[src/rtl/fetch_queue.sv]
// fetch_queue: PC owner, fixed-latency imem fetch, DEPTH-entry prefetch queue, HLT detection.
// Optional static backward-taken branch prediction when FETCH_BP_EN is defined.
`default_nettype none

module fetch_queue #(
  parameter int          DATA_W   = 16,
  parameter int          ADDR_W   = 16,
  parameter int          DEPTH    = 4,
  parameter logic [ADDR_W-1:0] RESET_PC = '0,
  parameter logic [3:0]  HLT_OP   = 4'hF,
  parameter logic [3:0]  BR_OP    = 4'hC
) (
  input  logic              clk,
  input  logic              rst,
  output logic              imem_req,
  output logic [ADDR_W-1:0] imem_addr,
  input  logic [DATA_W-1:0] imem_rdata,
  input  logic              redirect,
  input  logic [ADDR_W-1:0] redirect_pc,
  output logic              dec_valid,
  input  logic              dec_ready,
  output logic [DATA_W-1:0] dec_instr,
  output logic [ADDR_W-1:0] dec_pc,
  output logic              dec_pred,
  output logic              hlt
);

  localparam int PTR_W  = $clog2(DEPTH);
  localparam int CNT_W  = PTR_W + 1;
  localparam int CRED_W = CNT_W + 1;

  logic [ADDR_W-1:0] pc_q, pc_d;
  logic              inflight_q, inflight_d;
  logic [ADDR_W-1:0] inflight_pc_q, inflight_pc_d;
  logic              cancel_q, cancel_d;
  logic [ADDR_W-1:0] ent_pc_q    [DEPTH];
  logic [ADDR_W-1:0] ent_pc_d    [DEPTH];
  logic [DATA_W-1:0] ent_instr_q [DEPTH];
  logic [DATA_W-1:0] ent_instr_d [DEPTH];
  logic              ent_pred_q  [DEPTH];
  logic              ent_pred_d  [DEPTH];
  logic [PTR_W-1:0]  rd_ptr_q, rd_ptr_d, wr_ptr_q, wr_ptr_d;
  logic [CNT_W-1:0]  count_q, count_d;
  logic              halt_seen_q, halt_seen_d;
  logic              hlt_q, hlt_d;

  logic              issue, deq, hlt_xfer, wr_en, wr_pred, bp_taken;
  logic [ADDR_W-1:0] bp_target;
  logic [CRED_W-1:0] credit;
  logic [3:0]        rdata_op;

  // Credit covers both queued entries and the one return still on the bus.
  assign credit    = CRED_W'(count_q) + CRED_W'(inflight_q);
  assign issue     = !rst && !hlt_q && !halt_seen_q && !redirect && (credit < CRED_W'(DEPTH));
  assign imem_req  = issue;
  assign imem_addr = pc_q;

  assign dec_valid = (count_q != '0) && !hlt_q && !redirect;
  assign dec_instr = ent_instr_q[rd_ptr_q];
  assign dec_pc    = ent_pc_q[rd_ptr_q];
  assign dec_pred  = ent_pred_q[rd_ptr_q];
  assign hlt       = hlt_q;

  assign deq      = dec_valid && dec_ready;
  assign hlt_xfer = deq && (ent_instr_q[rd_ptr_q][DATA_W-1 -: 4] == HLT_OP);
  assign wr_en    = inflight_q && !cancel_q && !redirect && !hlt_xfer;
  assign rdata_op = imem_rdata[DATA_W-1 -: 4];

`ifdef FETCH_BP_EN
  assign wr_pred   = (rdata_op == BR_OP) && imem_rdata[8];
  assign bp_taken  = wr_en && wr_pred;
  assign bp_target = inflight_pc_q + ADDR_W'(2) +
                     {{(ADDR_W-10){imem_rdata[8]}}, imem_rdata[8:0], 1'b0};
`else
  assign wr_pred   = 1'b0;
  assign bp_taken  = 1'b0;
  assign bp_target = pc_q;
`endif

  always_comb begin
    pc_d          = pc_q;
    inflight_d    = issue;
    inflight_pc_d = pc_q;
    cancel_d      = issue && bp_taken;
    ent_pc_d      = ent_pc_q;
    ent_instr_d   = ent_instr_q;
    ent_pred_d    = ent_pred_q;
    rd_ptr_d      = rd_ptr_q;
    wr_ptr_d      = wr_ptr_q;
    halt_seen_d   = halt_seen_q;
    hlt_d         = hlt_q || hlt_xfer;

    if (issue)    pc_d = pc_q + ADDR_W'(2);
    if (bp_taken) pc_d = bp_target;

    if (wr_en) begin
      ent_pc_d[wr_ptr_q]    = inflight_pc_q;
      ent_instr_d[wr_ptr_q] = imem_rdata;
      ent_pred_d[wr_ptr_q]  = wr_pred;
      wr_ptr_d              = wr_ptr_q + PTR_W'(1);
      if (rdata_op == HLT_OP) halt_seen_d = 1'b1;
    end
    if (deq) rd_ptr_d = rd_ptr_q + PTR_W'(1);
    count_d = count_q + CNT_W'(wr_en) - CNT_W'(deq);

    // Redirect and a taken HLT both discard everything queued or returning.
    if (redirect || hlt_xfer) begin
      count_d  = '0;
      rd_ptr_d = '0;
      wr_ptr_d = '0;
    end
    if (redirect) begin
      pc_d        = redirect_pc;
      halt_seen_d = 1'b0;
    end
  end

  always_ff @(posedge clk) begin
    if (rst) begin
      pc_q          <= RESET_PC;
      inflight_q    <= 1'b0;
      inflight_pc_q <= '0;
      cancel_q      <= 1'b0;
      for (int i = 0; i < DEPTH; i++) begin
        ent_pc_q[i]    <= '0;
        ent_instr_q[i] <= '0;
        ent_pred_q[i]  <= 1'b0;
      end
      rd_ptr_q      <= '0;
      wr_ptr_q      <= '0;
      count_q       <= '0;
      halt_seen_q   <= 1'b0;
      hlt_q         <= 1'b0;
    end else begin
      pc_q          <= pc_d;
      inflight_q    <= inflight_d;
      inflight_pc_q <= inflight_pc_d;
      cancel_q      <= cancel_d;
      ent_pc_q      <= ent_pc_d;
      ent_instr_q   <= ent_instr_d;
      ent_pred_q    <= ent_pred_d;
      rd_ptr_q      <= rd_ptr_d;
      wr_ptr_q      <= wr_ptr_d;
      count_q       <= count_d;
      halt_seen_q   <= halt_seen_d;
      hlt_q         <= hlt_d;
    end
  end

endmodule

`default_nettype wire

[config.mk]
export PLATFORM = sky130hd
export DESIGN_NAME = fetch_queue
export DESIGN_NICKNAME = d
export VERILOG_FILES = /design/src/rtl/fetch_queue.sv
export SDC_FILE = /design/constraint.sdc
export NUM_CORES = 1
export LEC_CHECK = 0
export ABC_AREA = 0
export BUFFER_PORTS_ARGS = -buffer_cell sky130_fd_sc_hd__buf_4
export CAP_MARGIN = 40
export CORE_ASPECT_RATIO = 1.5
export CORE_MARGIN = 10
export CORE_UTILIZATION = 30
export CTS_BUF_LIST = sky130_fd_sc_hd__clkbuf_4
export DETAILED_ROUTE_END_ITERATION = 6
export PLACE_DENSITY = 0.54
export SETUP_SLACK_MARGIN = 0.1
export SLEW_MARGIN = 0
export SYNTH_ARGS = -nofsm -noshare
export SYNTH_HDL_FRONTEND = slang
export SYNTH_SLANG_ARGS = --single-unit
[constraint.sdc]
create_clock -name clk -period 3.05 [get_ports clk]
set_clock_uncertainty 0.1 [all_clocks]
set_input_delay 0.1525 -clock clk [delete_from_list [all_inputs] [get_ports clk]]
set_output_delay 0.1525 -clock clk [all_outputs]
set_load 0.02 [all_outputs]
; ---- Yosys cells after proc, flatten, opt, wreduce, memory -nomap -nowiden
; Cells that the tools add are included.
; W data, S select, Z words.
[totals]
ff_bits = 174
mem_count = 0
mem_bits_ro = 0
latch_bits = 0
ram_bits = 0
[classes]
magnitude_cmp = 4
n_bitwise = 4
shift = 0
n_reduce_logical = 23
multipliers = 0
muxes = 17
eq_ne = 2
n_div = 0
n_addsub = 6
[op_table]
columns = operator, n
row1 = $bwmux W64, 2
row2 = $mux W16, 7
row3 = $bmux W16 S2, 2
row4 = $demux W16 S2, 1
row5 = $add A16 B2 Y16 const B, 1
row6 = $logic_and A1 B1 Y1, 11
row7 = $eq A4 B4 Y1 const B, 2
row8 = $ge A3 B3 Y1 const B, 2
row9 = $not A2 Y3, 2
row10 = $logic_not A1 Y1, 5
row11 = $add A2 B1 Y2 const B, 2
row12 = $add A3 B1 Y4, 1
row13 = $and A4 B4 Y4, 1
row14 = $lt A4 B3 Y1 const B, 1
row15 = $not A4 Y4, 1
row16 = $reduce_or A2 Y1, 2
row17 = $add A3 B1 Y3, 1
row18 = $lt A3 B1 Y1 const B, 1
row19 = $mux W1, 3
row20 = $reduce_bool A3 Y1, 1
row21 = $sub A3 B1 Y3, 1
row22 = $bmux W1 S2, 1
row23 = $demux W1 S2, 1
row24 = $logic_or A1 B1 Y1, 2
row25 = 2 further kinds, 2

; ---- Longest topological paths before layout
; Gate-level depths: netlist of run 1.
[logic_depth]
ltp_word = 10
ltp_mapped = 12
mapped_depth_nobuf = 11

; ---- Least setup slack after synthesis of run 1
; OpenSTA, ideal clock, no wires.
[synth_path]
kind = reg-to-reg
startpoint = reg rd_ptr_q[0]
endpoint = reg count_q[2]
n_path_buf = 1
path_slack_ns = 0.312
setup_time_ns = 0.119
arrival_ns = 2.520
synth_period_minus_slack_ns = 2.738
stages_incl_launch_ff = 13
t_required_ns = 2.831
path_cell_list = dfxtp_1 buf_2 mux4_2 nand4_2 or2_2 nand2_1 ha_1 inv_1 ha_1 inv_1 fa_1 xnor2_1 nor2_1
[synth_via]
elab_chain_len = 10
[synth_rtl]
columns = element, line_no
row1 = start: declaration, 42  ; logic [PTR_W-1:0] rd_ptr_q, rd_ptr_d, wr_ptr_q, wr_ptr_d;
row2 = start signal: assignment, 142  ; rd_ptr_q <= rd_ptr_d;
row3 = $not A2 Y3 *, n/a
row4 = $bmux W16 S2 *, n/a
row5 = $mux W16 * (2 in series), n/a
row6 = named net dec_instr[15], 22  ; output logic [DATA_W-1:0] dec_instr,
row7 = $eq A4 B4 Y1 *, 65  ; assign hlt_xfer = deq && (ent_instr_q[rd_ptr_q][DATA_W-1 -: 4] == HLT_OP);
row8 = $logic_and A1 B1 Y1 *, 65
row9 = $logic_not A1 Y1, 66  ; assign wr_en = inflight_q && !cancel_q && !redirect && !hlt_xfer;
row10 = $logic_and A1 B1 Y1, 66
row11 = $add A3 B1 Y3, 104  ; count_d = count_q + CNT_W'(wr_en) - CNT_W'(deq);
row12 = $sub A3 B1 Y3, 104
row13 = end signal: assignment, 144  ; count_q <= count_d;
row14 = end: declaration, 43  ; logic [CNT_W-1:0] count_q, count_d;
; The timed path passes the listed nets; every way through them passes the cells marked *. The select of a mux whose other input is x is not followed.
; A chain may end at the register's enable or synchronous reset.

; ---- Worst setup path after layout of run 1
[layout_path]
startpoint = reg count_q[1]
endpoint = reg pc_q[13], in the netlist imem_addr[13]
[layout_via]
elab_chain_len = 4
[layout_rtl]
columns = element, line_no
row1 = $add A3 B1 Y4, 53  ; assign credit = CRED_W'(count_q) + CRED_W'(inflight_q);
row2 = $lt A4 B3 Y1, 54  ; assign issue = !rst && !hlt_q && !halt_seen_q && !redirect && (credit < CRED_W'(DEPTH));
row3 = $logic_and A1 B1 Y1, 54
row4 = $reduce_bool A2 Y1 (no source line), n/a
row5 = end signal: assignment, 135  ; pc_q <= pc_d;
row6 = end: declaration, 32  ; logic [ADDR_W-1:0] pc_q, pc_d;
; Every way passes these cells.

==> impl_summary.log, run 1 <==
[metrics] count of mapped cells out of synthesis: 669
[metrics] clock edge transition at the registers on the reported setup and hold paths: 150 ps
[metrics] signed area change from the synthesized netlist to the final layout: 25.2%
[metrics] min Tclk post-route: 2690 ps
[metrics] number of cells on the worst reg-to-reg path: 9
[metrics] leading area contributor after synthesis: sky130_fd_sc_hd__dfxtp_1
[metrics] final-report hold violation count: 0
[metrics] count of final setup violators: 0
[metrics] CTS Buf Count: 17
[metrics] area of combinational cells with multiple inputs: 0.00354 mm²
[metrics] maximum number of pins on one net before global-route repair: 72
[metrics] weighted congestion at the end of routability-driven global placement: 0.762
[metrics] classification of the worst setup path: reg2reg
[metrics] IO Pins: 88
[metrics] hold slack: 295 ps
[metrics] count of max-cap constraint violations: 0
[metrics] most frequently used flop master after synthesis: sky130_fd_sc_hd__dfxtp_1
[metrics] Total Routing Usage GR: 11.9%
[metrics] Highest Clock Rate: 372 MHz
[metrics] Die X: around 150 µm
[metrics] first-pass GRT wire length: a little under 30000 µm
[metrics] Crit path arrival time: 3050 ps
[metrics] number of setup buffers added after CTS: 0
[metrics] worst ir drop on vdd: 158 µV
[metrics] slew at the pin closest to its max-slew limit: 816 ps
[metrics] total negative slack for setup checks: 0 ps
[metrics] sequential area share after synthesis: 48.1%
[metrics] # fillers: 2368
[metrics] H-tree depth: 4
[metrics] commonest cells in the netlist: sky130_fd_sc_hd__dfxtp_1 (174), sky130_fd_sc_hd__nor2_1 (150), sky130_fd_sc_hd__mux2i_1 (129)
[metrics] Worst-Skew Late Latency: 560 ps
[metrics] warning count from the yosys run: 0
[metrics] number of buffers between clock root and the deepest sink: 2
[metrics] HPWL reported at the end of detailed placement: 11800 µm
[metrics] number of DRC markers after the initial detailed-route iteration: 359
[metrics] Crit path required time: 3420 ps
[metrics] via count of the routed design: ~5300
[metrics] distinct cell type count after synthesis: 48
[metrics] max-slew violation total from the final report: 0
[metrics] Die Y: around 210 µm
[metrics] dominant cell by count in the synthesized netlist: sky130_fd_sc_hd__dfxtp_1
[metrics] Mapped Nets: 714
[metrics] Hold Crit Depth: 4
[metrics] register bit count reported by yosys: 174
[metrics] Reg area: approximately 0.0035 mm²
[metrics] DRT Wirelength: 18100 µm
[metrics] clock net sink count: 174
[metrics] final cycle utilization of the critical path: between 80 and 90%
[metrics] number of antenna violations at the first check in global routing: 1
[metrics] row count: around 70
[metrics] overall die area: slightly above 0.03 mm²
[metrics] fraction of layout instances using a drive strength above 1: 21.6%
[metrics] crit path capture type: flop
[metrics] Worst Hold Class: in2reg
[metrics] # nets final: 843
[metrics] worst slew slack as a fraction of its limit: 45.3%
[metrics] Setup crit start kind: flop
[metrics] core area: 0.0237 mm²
[metrics] root buf cell: sky130_fd_sc_hd__clkbuf_4
[metrics] total overflow reported by the global router: 0
[metrics] run status: finished, final reports clean
[metrics] TritonCTS clock tree: built
[metrics] Post-synth EDFFs: 0
[metrics] RSZ-0062 raised after global routing: false
[metrics] Post-Synthesis Cell Area: between 0.007 and 0.008 mm²
[metrics] maximum net fanout on the critical path: 12
[metrics] routed len/inst: around 16 µm
[metrics] fraction of synthesis flops using an asynchronous set or reset pin: 0%
[metrics] area fraction of the dominant cell type after synthesis: 48.1%
[metrics] via density per instance: 4.69
[metrics] post-detailed-route count of antenna-violating nets: 0
[metrics] count of port buffers added during placement: 87
[metrics] synthesized area per cell: 10.8 µm²
[metrics] Cell Pwr Density: 429 mW/mm²
[metrics] drt first pass iters: 4
[metrics] DRC viols: 0
[metrics] vias in the first global route: 5547
[metrics] leakage power figure: 0.00433 µW
[metrics] top post-synthesis cells by area: sky130_fd_sc_hd__dfxtp_1 (48%), sky130_fd_sc_hd__mux2i_1 (18%), sky130_fd_sc_hd__mux4_2 (10%)
[metrics] Starting Density: 30.5%
==> per-layer routing <==
metal	routed length [µm]	GRT usage (%)
met5	0	0
met4	246	4.50
met3	548	2.36
met2	9360	21.1
met1	7940	13.8
==> state kept, by name, summed over array words and instances (netlist names) <==
| name | cells |
|---|---|
| ent_instr_q | 64 |
| ent_pc_q | 64 |
| imem_addr | 16 |
| inflight_pc_q | 16 |
| ent_pred_q | 4 |
| count_q | 3 |
| rd_ptr_q | 2 |
| wr_ptr_q | 2 |
| halt_seen_q | 1 |
| hlt | 1 |
| inflight_q | 1 |
==> stage by stage <==
stage	util, %	area (µm²)	power, µW	setup WS [ps]	cells
final	38.2	9060	3880	365	1131
after global routing	38.2	9060	4060	143	1131
after CTS	38.1	9050	3940	283	1130
after detailed placement	34.9	8290	2680	369	1047
after global placement	34.8	8260	2670	394	1046
after floorplan	-	7240	2540	312	669
==> power by group <==
group	internal [µW]	switching (µW)	leakage [µW]
clock	398	812	0.000121
sequential	2310	37.8	0.00141
combinational	163	169	0.00280
total	2870	1020	0.00433
==> cell families (layout without fill, tap and decap cells) <==
logic type / after synthesis / after routing / synth area share [%]
xor+xnor: 5 / 5 / 0.605
simple gates: 219 / 219 / 13.5
fa+ha+maj: 9 / 9 / 1.66
mux: 163 / 163 / 28.3
flops: 174 / 174 / 48.1
buf+inv: 56 / 198 / 3.56
other cells: 0 / 1 / 0
compound gates: 43 / 43 / 4.31
==> layout make-up <==
cell class | count | area share (%)
multi-input combinational | 439 | 39.0
sequential | 174 | 38.5
timing repair buffer | 154 | 14.8
tap | 319 | 4.41
clock buffer | 17 | 1.41
clock inverter | 15 | 1.35
inverter | 12 | 0.497
antenna | 1 | 0.0276
==> placed cells by master (no fill, tap or decap), drive strengths merged, types with 2 or more instances in the layout <==
master       instances
dfxtp              174
nor2               150
mux2i              129
buf                103
dlygate4sd3         51
mux4                33
nand2               17
clkbuf              17
inv                 13
nor2b               12
a21oi               10
ha                   8
clkinv               8
o211ai               7
nand3                6
a31oi                6
o21ai                6
and3                 5
nor3                 5
clkinvlp             5
nand4                5
xnor2                4
and3b                4
nor4                 3
a32oi                3
or3                  2
nand3b               2
or4b                 2
a311o                2
a311oi               2
==> worst paths after layout <==
path	startpoint	endpoint	slack, ps
worst min-delay path	imem_rdata[10]	ent_instr_q[58]$_SDFFE_PP0P_	300
worst max-delay path	count_q[1]$_SDFF_PP0_	imem_addr[13]$_SDFFE_PP0N_	360
worst max register to register	count_q[1]$_SDFF_PP0_	imem_addr[13]$_SDFFE_PP0N_	360
worst min register to register	halt_seen_q$_SDFFE_PP0P_	halt_seen_q$_SDFFE_PP0P_	400
==> critical path, stage by stage (launching register included) <==
cell and delay [ps]:
sky130_fd_sc_hd__dfxtp_1 390, sky130_fd_sc_hd__ha_1 230, sky130_fd_sc_hd__o211a_1 240, sky130_fd_sc_hd__o22a_1 210, sky130_fd_sc_hd__buf_4 190, sky130_fd_sc_hd__nor4b_2 260
sky130_fd_sc_hd__buf_4 180, sky130_fd_sc_hd__a311o_1 160, sky130_fd_sc_hd__a31oi_1 80, sky130_fd_sc_hd__dlygate4sd3_1 570
==> timing repair <==
item                                    CTS  global route
hold buffers                             51             0
endpoints found under the hold margin    84             0
gates resized for setup                   0             1
endpoints found under the setup margin    0             2
(Power assumes the default switching activity.)
==> run 2: changes to the inputs <==
--- a/config.mk
+++ b/config.mk
@@ -13,7 +13,7 @@
 export CORE_UTILIZATION = 30
 export CTS_BUF_LIST = sky130_fd_sc_hd__clkbuf_4
 export DETAILED_ROUTE_END_ITERATION = 6
-export PLACE_DENSITY = 0.54
+export PLACE_DENSITY = 0.46
 export SETUP_SLACK_MARGIN = 0.1
 export SLEW_MARGIN = 0
 export SYNTH_ARGS = -nofsm -noshare
==> run 2 against run 1 <==
Clock power is 12% lower. Sequential power hardly changed. Register-to-register slack worse by 60 ps. Cell area is 0.33% lower. Global-route usage is 0.81 points higher. Non-clock buffer count is 3 higher. Critical path type unchanged. Critical endpoint is now imem_addr[9]$_SDFFE_PP0N_. Largest power group unchanged. Highest routed layer unchanged.
==> impl_summary.log, run 2 (synthesized netlist as in run 1, its figures left out) <==
[metrics] run status: finished, final reports clean (unchanged)
[metrics] worst r2r dst: imem_addr[9]$_SDFFE_PP0N_ (was imem_addr[13]$_SDFFE_PP0N_)
[metrics] total negative slack for setup checks: 0 ps (unchanged)
[metrics] commonest non-fill, non-tap cells in the layout: sky130_fd_sc_hd__dfxtp_1 (172), sky130_fd_sc_hd__nor2_1 (150), sky130_fd_sc_hd__mux2i_1 (129) (unchanged)
[metrics] worst slew slack as a fraction of its limit: 49.4% (was 45.3%)
[metrics] leakage power figure: 0.00433 µW (about the same)
[metrics] number of antenna violations at the first check in global routing: 1 (unchanged)
[metrics] routed len/inst: 16.9 µm (was 16.0 µm)
[metrics] highest-delay cell along the critical path: sky130_fd_sc_hd__dlygate4sd3_1 (unchanged)
[metrics] Crit path arrival time: 3150 ps (was 3050 ps)
[metrics] worst ir drop on vdd: 263 µV (was 158 µV)
[metrics] final cycle utilization of the critical path: 90.2% (was 88.0%)
[metrics] crit path capture type: flop (unchanged)
[metrics] via count of the routed design: 5433 (was 5307)
[metrics] Starting Density: 30.5% (unchanged)
[metrics] via density per instance: 4.80 (was 4.69)
[metrics] Setup Slack @ Placement: 421 ps (was 369 ps)
[metrics] count of port buffers added during placement: 87 (unchanged)
[metrics] root buf cell: sky130_fd_sc_hd__clkbuf_4 (unchanged)
[metrics] number of cells on the worst reg-to-reg path: 8 (was 9)
[metrics] hold slack: 298 ps (was 295 ps)
[metrics] critical path endpoint: imem_addr[9]$_SDFFE_PP0N_ (was imem_addr[13]$_SDFFE_PP0N_)
[metrics] buffer and inverter count on the worst path: 2 (was 3)
[metrics] CP Launch Point: count_q[1]$_SDFF_PP0_ (unchanged)
[metrics] overall power after layout: 3740 µW (was 3880 µW)
[metrics] overall die area: 0.0309 mm² (unchanged)
[metrics] Die X: 147 µm (unchanged)
[metrics] row count: 69 (unchanged)
[metrics] drt first pass iters: 4 (unchanged)
[metrics] min Tclk post-route: 2750 ps (was 2690 ps)
[metrics] first-pass GRT wire length: 31500 µm (was 29700 µm)
[metrics] largest registers: ent_instr_q x64, ent_pc_q x64 (unchanged)
[metrics] Hold Crit Depth: 4 (unchanged)
[metrics] classification of the worst setup path: reg2reg (unchanged)
[metrics] number of DRC markers after the initial detailed-route iteration: 388 (was 359)
[metrics] final-report hold violation count: 0 (unchanged)
[metrics] cell type group with the largest total delay on the critical path: compound AO/OA/AOI/OAI gates (was buffers and inverters)
[metrics] final critical-path setup slack: 300 ps (was 365 ps)
[metrics] HPWL reported at the end of detailed placement: 12900 µm (was 11800 µm)
[metrics] launch instance of the worst register-to-register path: count_q[1]$_SDFF_PP0_ (unchanged)
[metrics] total overflow reported by the global router: 0 (unchanged)
[metrics] signed area change from the synthesized netlist to the final layout: 24.8% (was 25.2%)
[metrics] TritonCTS clock tree: built (unchanged)
[metrics] number of buffers between clock root and the deepest sink: 2 (unchanged)
[metrics] Highest Clock Rate: 364 MHz (was 372 MHz)
[metrics] fraction of layout instances using a drive strength above 1: 21.5% (was 21.6%)
[metrics] cells along the critical path: ha_1 > o211a_1 > o22a_1 > buf_4 > nor2_1 > a32oi_1 > dlygate4sd3_1 > a21oi_1 (was ha_1 > o211a_1 > o22a_1 > buf_4 > nor4b_2 > buf_4 > a311o_1 > a31oi_1 > dlygate4sd3_1)
[metrics] # nets final: 846 (was 843)
[metrics] largest stage delay on the critical path: 600 ps (was 570 ps)
[metrics] maximum net fanout on the critical path: 12 (unchanged)
[metrics] clock edge transition at the registers on the reported setup and hold paths: 130 ps (was 150 ps)
[metrics] Setup crit start kind: flop (unchanged)
[metrics] Cell Pwr Density: 415 mW/mm² (was 429 mW/mm²)
[metrics] Crit path required time: 3450 ps (was 3420 ps)
[metrics] count of final setup violators: 0 (unchanged)
[metrics] IO Pins: 88 (unchanged)
[metrics] Worst Hold Class: in2reg (unchanged)
[metrics] clock net sink count: 174 (unchanged)
[metrics] vias in the first global route: 5929 (was 5547)
[metrics] RSZ-0062 raised after global routing: false (unchanged)
[metrics] # fillers: 2330 (was 2368)
[metrics] stages on the worst setup path: 8 (was 9)
[metrics] max-slew violation total from the final report: 0 (unchanged)
[metrics] post-detailed-route count of antenna-violating nets: 0 (unchanged)
[metrics] DRT Wirelength: 19100 µm (was 18100 µm)
[metrics] maximum number of pins on one net before global-route repair: 75 (was 72)
[metrics] worst reg2reg setup slack: 300 ps (was 360 ps)
[metrics] count of max-cap constraint violations: 0 (unchanged)
[metrics] DRC viols: 0 (unchanged)
[metrics] Total Routing Usage GR: 12.7% (was 11.9%)
[metrics] core area: 0.0237 mm² (unchanged)
[metrics] most common cell after layout, fill and taps aside: sky130_fd_sc_hd__dfxtp_1 (unchanged)
[metrics] Die Y: 210 µm (unchanged)
[metrics] slew at the pin closest to its max-slew limit: 759 ps (was 816 ps)
[metrics] CTS Buf Count: 17 (unchanged)
[metrics] H-tree depth: 4 (unchanged)
[metrics] weighted congestion at the end of routability-driven global placement: 0.739 (was 0.762)
[metrics] Worst-Skew Late Latency: 570 ps (was 560 ps)
[metrics] number of setup buffers added after CTS: 0 (unchanged)
run 2: cell type report:
class / instances / area (µm²) / share of cell area (%)
Timing Repair Buffer: 157 / 1360 / 15.0
Clock inverter: 11 / 52.6 / 0.582
Inverter: 12 / 45.0 / 0.499
Sequential cell: 174 / 3490 / 38.6
Antenna cell: 1 / 2.50 / 0.0277
Clock buffer: 20 / 150 / 1.66
Multi-Input combinational cell: 439 / 3540 / 39.2
Tap cell: 319 / 399 / 4.42
run 2: what timing repair did:
item | CTS | global route
hold endpoints to repair | 105 | 0
hold buffers | 51 | 0
setup endpoints to repair | 0 | 2
resized for setup | 0 | 1
run 2: worst min-delay path by stage:
stage	start	to	slack (ps)
global placement	redirect_pc[0]	imem_addr[0]$_SDFFE_PP0P_	290
global route	imem_rdata[3]	ent_instr_q[3]$_SDFFE_PP0P_	280
CTS	imem_rdata[15]	ent_instr_q[31]$_SDFFE_PP0P_	250
detailed placement	redirect_pc[0]	imem_addr[0]$_SDFFE_PP0P_	290
floorplan	imem_rdata[0]	ent_instr_q[0]$_SDFFE_PP0P_	200
finish	imem_rdata[9]	ent_instr_q[25]$_SDFFE_PP0P_	300
run 2: tightest hold or removal path: cells and delay by family:
kind                   cells  cell delay (ps)
multiplexers               1               60
AND/OR/NAND/NOR            1               70
buffers and inverters      2              640
run 2: through the flow:
step | cell area, µm² | instances | utilization, %
2_1_floorplan | 7240 | 669 | -
4_1_cts | 9020 | 1132 | 38.0
6_report | 9030 | 1133 | 38.0
3_5_place_dp | 8310 | 1050 | 35.0
5_1_grt | 9030 | 1133 | 38.0
3_3_place_gp | 8250 | 1048 | 34.8
run 2: where the power goes:
| group | switching [µW] | total, µW | leakage [µW] | internal [µW] |
|---|---|---|---|---|
| registers | 39.1 | 2340 | 0.00141 | 2310 |
| clock network | 747 | 1070 | 0.000113 | 323 |
| logic | 168 | 330 | 0.00281 | 162 |
run 2: per-layer routing:
metal | up-vias | routed length (µm) | GRT usage, % | part of all wire [%]
met5 | - | 0 | 0 | 0
met4 | 0 | 376 | 4.98 | 2.0
met3 | 24 | 765 | 2.64 | 4.0
met2 | 115 | 9960 | 22.6 | 52
met1 | 2680 | 8020 | 14.5 | 42
li1 | 2614 | - | - | -
==> run 3: changes to the inputs <==
--- a/config.mk
+++ b/config.mk
@@ -11,7 +11,6 @@
 export CORE_ASPECT_RATIO = 1.5
 export CORE_MARGIN = 10
 export CORE_UTILIZATION = 30
-export CTS_BUF_LIST = sky130_fd_sc_hd__clkbuf_4
 export DETAILED_ROUTE_END_ITERATION = 6
 export PLACE_DENSITY = 0.46
 export SETUP_SLACK_MARGIN = 0.1
==> run 3 against run 2 <==
Sequential power about the same. Total power increased by 25%. Sequential share of layout area decreased by 0.62 points. Clock-buffer cell count increased by 6. Final cell count decreased by 1.8%. Critical path depth increased by 3. Via count decreased by 1.8%. Core utilization increased by 0.62 points. Setup slack improved by 110 ps. First-iteration DRC count decreased by 17%. Fmax increased by 4.2%.
==> impl_summary.log, run 3 (synthesized netlist as in run 1, its figures left out) <==
[metrics] signed area change from the synthesized netlist to the final layout: 26.8% (was 24.8%)
[metrics] Hold Crit Depth: 3 (was 4)
[metrics] CTS Buf Count: 17 (unchanged)
[metrics] Die Y: 210 µm (unchanged)
[metrics] cells along the critical path: mux4_2 > nand4_2 > or2_2 > nand2_1 > ha_1 > inv_1 > ha_1 > inv_1 > fa_1 > xnor2_1 > nor2_1 (was ha_1 > o211a_1 > o22a_1 > buf_4 > nor2_1 > a32oi_1 > dlygate4sd3_1 > a21oi_1)
[metrics] number of buffers between clock root and the deepest sink: 2 (unchanged)
[metrics] run status: finished, final reports clean (unchanged)
[metrics] crit path capture type: flop (unchanged)
[metrics] row count: 69 (unchanged)
[metrics] Setup crit start kind: flop (unchanged)
[metrics] RSZ-0062 raised after global routing: false (unchanged)
[metrics] Worst-Skew Late Latency: 420 ps (was 570 ps)
[metrics] number of DRC markers after the initial detailed-route iteration: 323 (was 388)
[metrics] worst ir drop on vdd: 338 µV (was 263 µV)
[metrics] Total Routing Usage GR: 12.5% (was 12.7%)
[metrics] Starting Density: 30.5% (unchanged)
[metrics] total overflow reported by the global router: 0 (unchanged)
[metrics] slew at the pin closest to its max-slew limit: 751 ps (was 759 ps)
[metrics] maximum number of pins on one net before global-route repair: 75 (unchanged)
[metrics] HPWL reported at the end of detailed placement: 12900 µm (unchanged)
[metrics] count of max-cap constraint violations: 0 (unchanged)
[metrics] final core utilization: 38.7% (was 38.0%)
[metrics] Worst Hold Class: in2reg (unchanged)
[metrics] weighted congestion at the end of routability-driven global placement: 0.739 (unchanged)
[metrics] number of cells on the worst reg-to-reg path: 11 (was 8)
[metrics] IO Pins: 88 (unchanged)
[metrics] min Tclk post-route: 2640 ps (was 2750 ps)
[metrics] core area: 0.0237 mm² (unchanged)
[metrics] vias in the first global route: 5813 (was 5929)
[metrics] Highest Clock Rate: 379 MHz (was 364 MHz)
[metrics] H-tree depth: 4 (unchanged)
[metrics] classification of the worst setup path: reg2reg (unchanged)
[metrics] count of final setup violators: 0 (unchanged)
[metrics] highest-delay cell along the critical path: sky130_fd_sc_hd__mux4_2 (was sky130_fd_sc_hd__dlygate4sd3_1)
[metrics] total negative slack for setup checks: 0 ps (unchanged)
[metrics] final cycle utilization of the critical path: 86.5% (was 90.2%)
[metrics] Cell Pwr Density: 509 mW/mm² (was 415 mW/mm²)
[metrics] hold slack: 54.4 ps (was 298 ps)
[metrics] drt first pass iters: 4 (unchanged)
[metrics] final-report hold violation count: 0 (unchanged)
[metrics] Crit path required time: 3260 ps (was 3450 ps)
[metrics] number of antenna violations at the first check in global routing: 0 (was 1)
[metrics] via density per instance: 4.79 (was 4.80)
[metrics] clock edge transition at the registers on the reported setup and hold paths: 70 ps (was 130 ps)
[metrics] most common cell after layout, fill and taps aside: sky130_fd_sc_hd__dfxtp_1 (unchanged)
[metrics] routed len/inst: 17.1 µm (was 16.9 µm)
[metrics] largest stage delay on the critical path: 570 ps (was 600 ps)
[metrics] fraction of layout instances using a drive strength above 1: 22.3% (was 21.5%)
[metrics] count of port buffers added during placement: 87 (unchanged)
[metrics] root buf cell: sky130_fd_sc_hd__clkbuf_16 (was sky130_fd_sc_hd__clkbuf_4)
[metrics] maximum net fanout on the critical path: 6 (was 12)
[metrics] # fillers: 2314 (was 2330)
[metrics] leakage power figure: 0.00442 µW (was 0.00433 µW)
[metrics] worst slew slack as a fraction of its limit: 49.9% (was 49.4%)
[metrics] via count of the routed design: 5336 (was 5433)
[metrics] Crit path arrival time: 2850 ps (was 3150 ps)
[metrics] overall die area: 0.0309 mm² (unchanged)
[metrics] # nets final: 827 (was 846)
[metrics] first-pass GRT wire length: 31100 µm (was 31500 µm)
[metrics] ant diodes: 0 (was 1)
[metrics] clock net sink count: 174 (unchanged)
[metrics] overall power after layout: 4670 µW (was 3740 µW)
[metrics] commonest non-fill, non-tap cells in the layout: sky130_fd_sc_hd__dfxtp_1 (172), sky130_fd_sc_hd__nor2_1 (150), sky130_fd_sc_hd__mux2i_1 (129) (unchanged)
[metrics] DRT Wirelength: 19000 µm (was 19100 µm)
[metrics] Die X: 147 µm (unchanged)
[metrics] largest registers: ent_instr_q x64, ent_pc_q x64 (unchanged)
[metrics] post-detailed-route count of antenna-violating nets: 0 (unchanged)
[metrics] DRC viols: 0 (unchanged)
[metrics] TritonCTS clock tree: built (unchanged)
[metrics] max-slew violation total from the final report: 0 (unchanged)
run 3: worst paths after layout:
kind	start	endpoint	slack, ps
min	redirect	imem_addr[8]$_SDFFE_PP0N_	50
max	rd_ptr_q[1]$_SDFFE_PP0P_	count_q[2]$_SDFF_PP0_	410
min reg2reg	ent_instr_q[25]$_SDFFE_PP0P_	ent_instr_q[25]$_SDFFE_PP0P_	390
max reg2reg	rd_ptr_q[1]$_SDFFE_PP0P_	count_q[2]$_SDFF_PP0_	410
run 3: cell type report:
cell class	instances	area (µm²)	share of cell area [%]
sequential	174	3490	38.0
inverter	12	45.0	0.491
timing repair buffer	138	1170	12.7
multi-input combinational	439	3530	38.5
clock buffer	26	519	5.66
tap	319	399	4.35
clock inverter	5	30.0	0.327
run 3: metal layers:
| metal | part of all wire (%) | GRT usage, % | wire length [µm] | vias up |
|---|---|---|---|---|
| li1 | - | - | - | 2576 |
| met5 | 0 | 0 | 0 | - |
| met3 | 3.3 | 2.53 | 622 | 18 |
| met4 | 1.5 | 4.67 | 276 | 0 |
| met2 | 52 | 22.3 | 9880 | 79 |
| met1 | 43 | 14.4 | 8250 | 2663 |
run 3: critical path: cells and delay by family (launching register included):
family                     cells  cell delay, ps
and+or+nand+nor                4             390
buffers and inverters          2             100
DFF                            1             420
xor gates and xnor gates       1             170
adders and majority gates      3             770
muxes                          1             570
run 3: power by group:
group	internal, µW	switching, µW
Clock	1160	856
Combinational	145	163
Sequential	2310	39.4
run 3: what timing repair did:
item,CTS,global route
gates resized for setup,0,0
hold buffers,32,0
endpoints found under the setup margin,0,0
setup buffers,0,0
endpoints found under the hold margin,81,0
run 3: through the flow:
| step | instance area (µm²) | std cells | worst slack, ps |
|---|---|---|---|
| 2_1_floorplan | 7240 | 669 | 312 |
| 3_3_place_gp | 8250 | 1048 | 479 |
| 3_5_place_dp | 8310 | 1050 | 421 |
| 4_1_cts | 9180 | 1113 | 404 |
| 5_1_grt | 9180 | 1113 | 249 |
| 6_report | 9180 | 1113 | 412 |
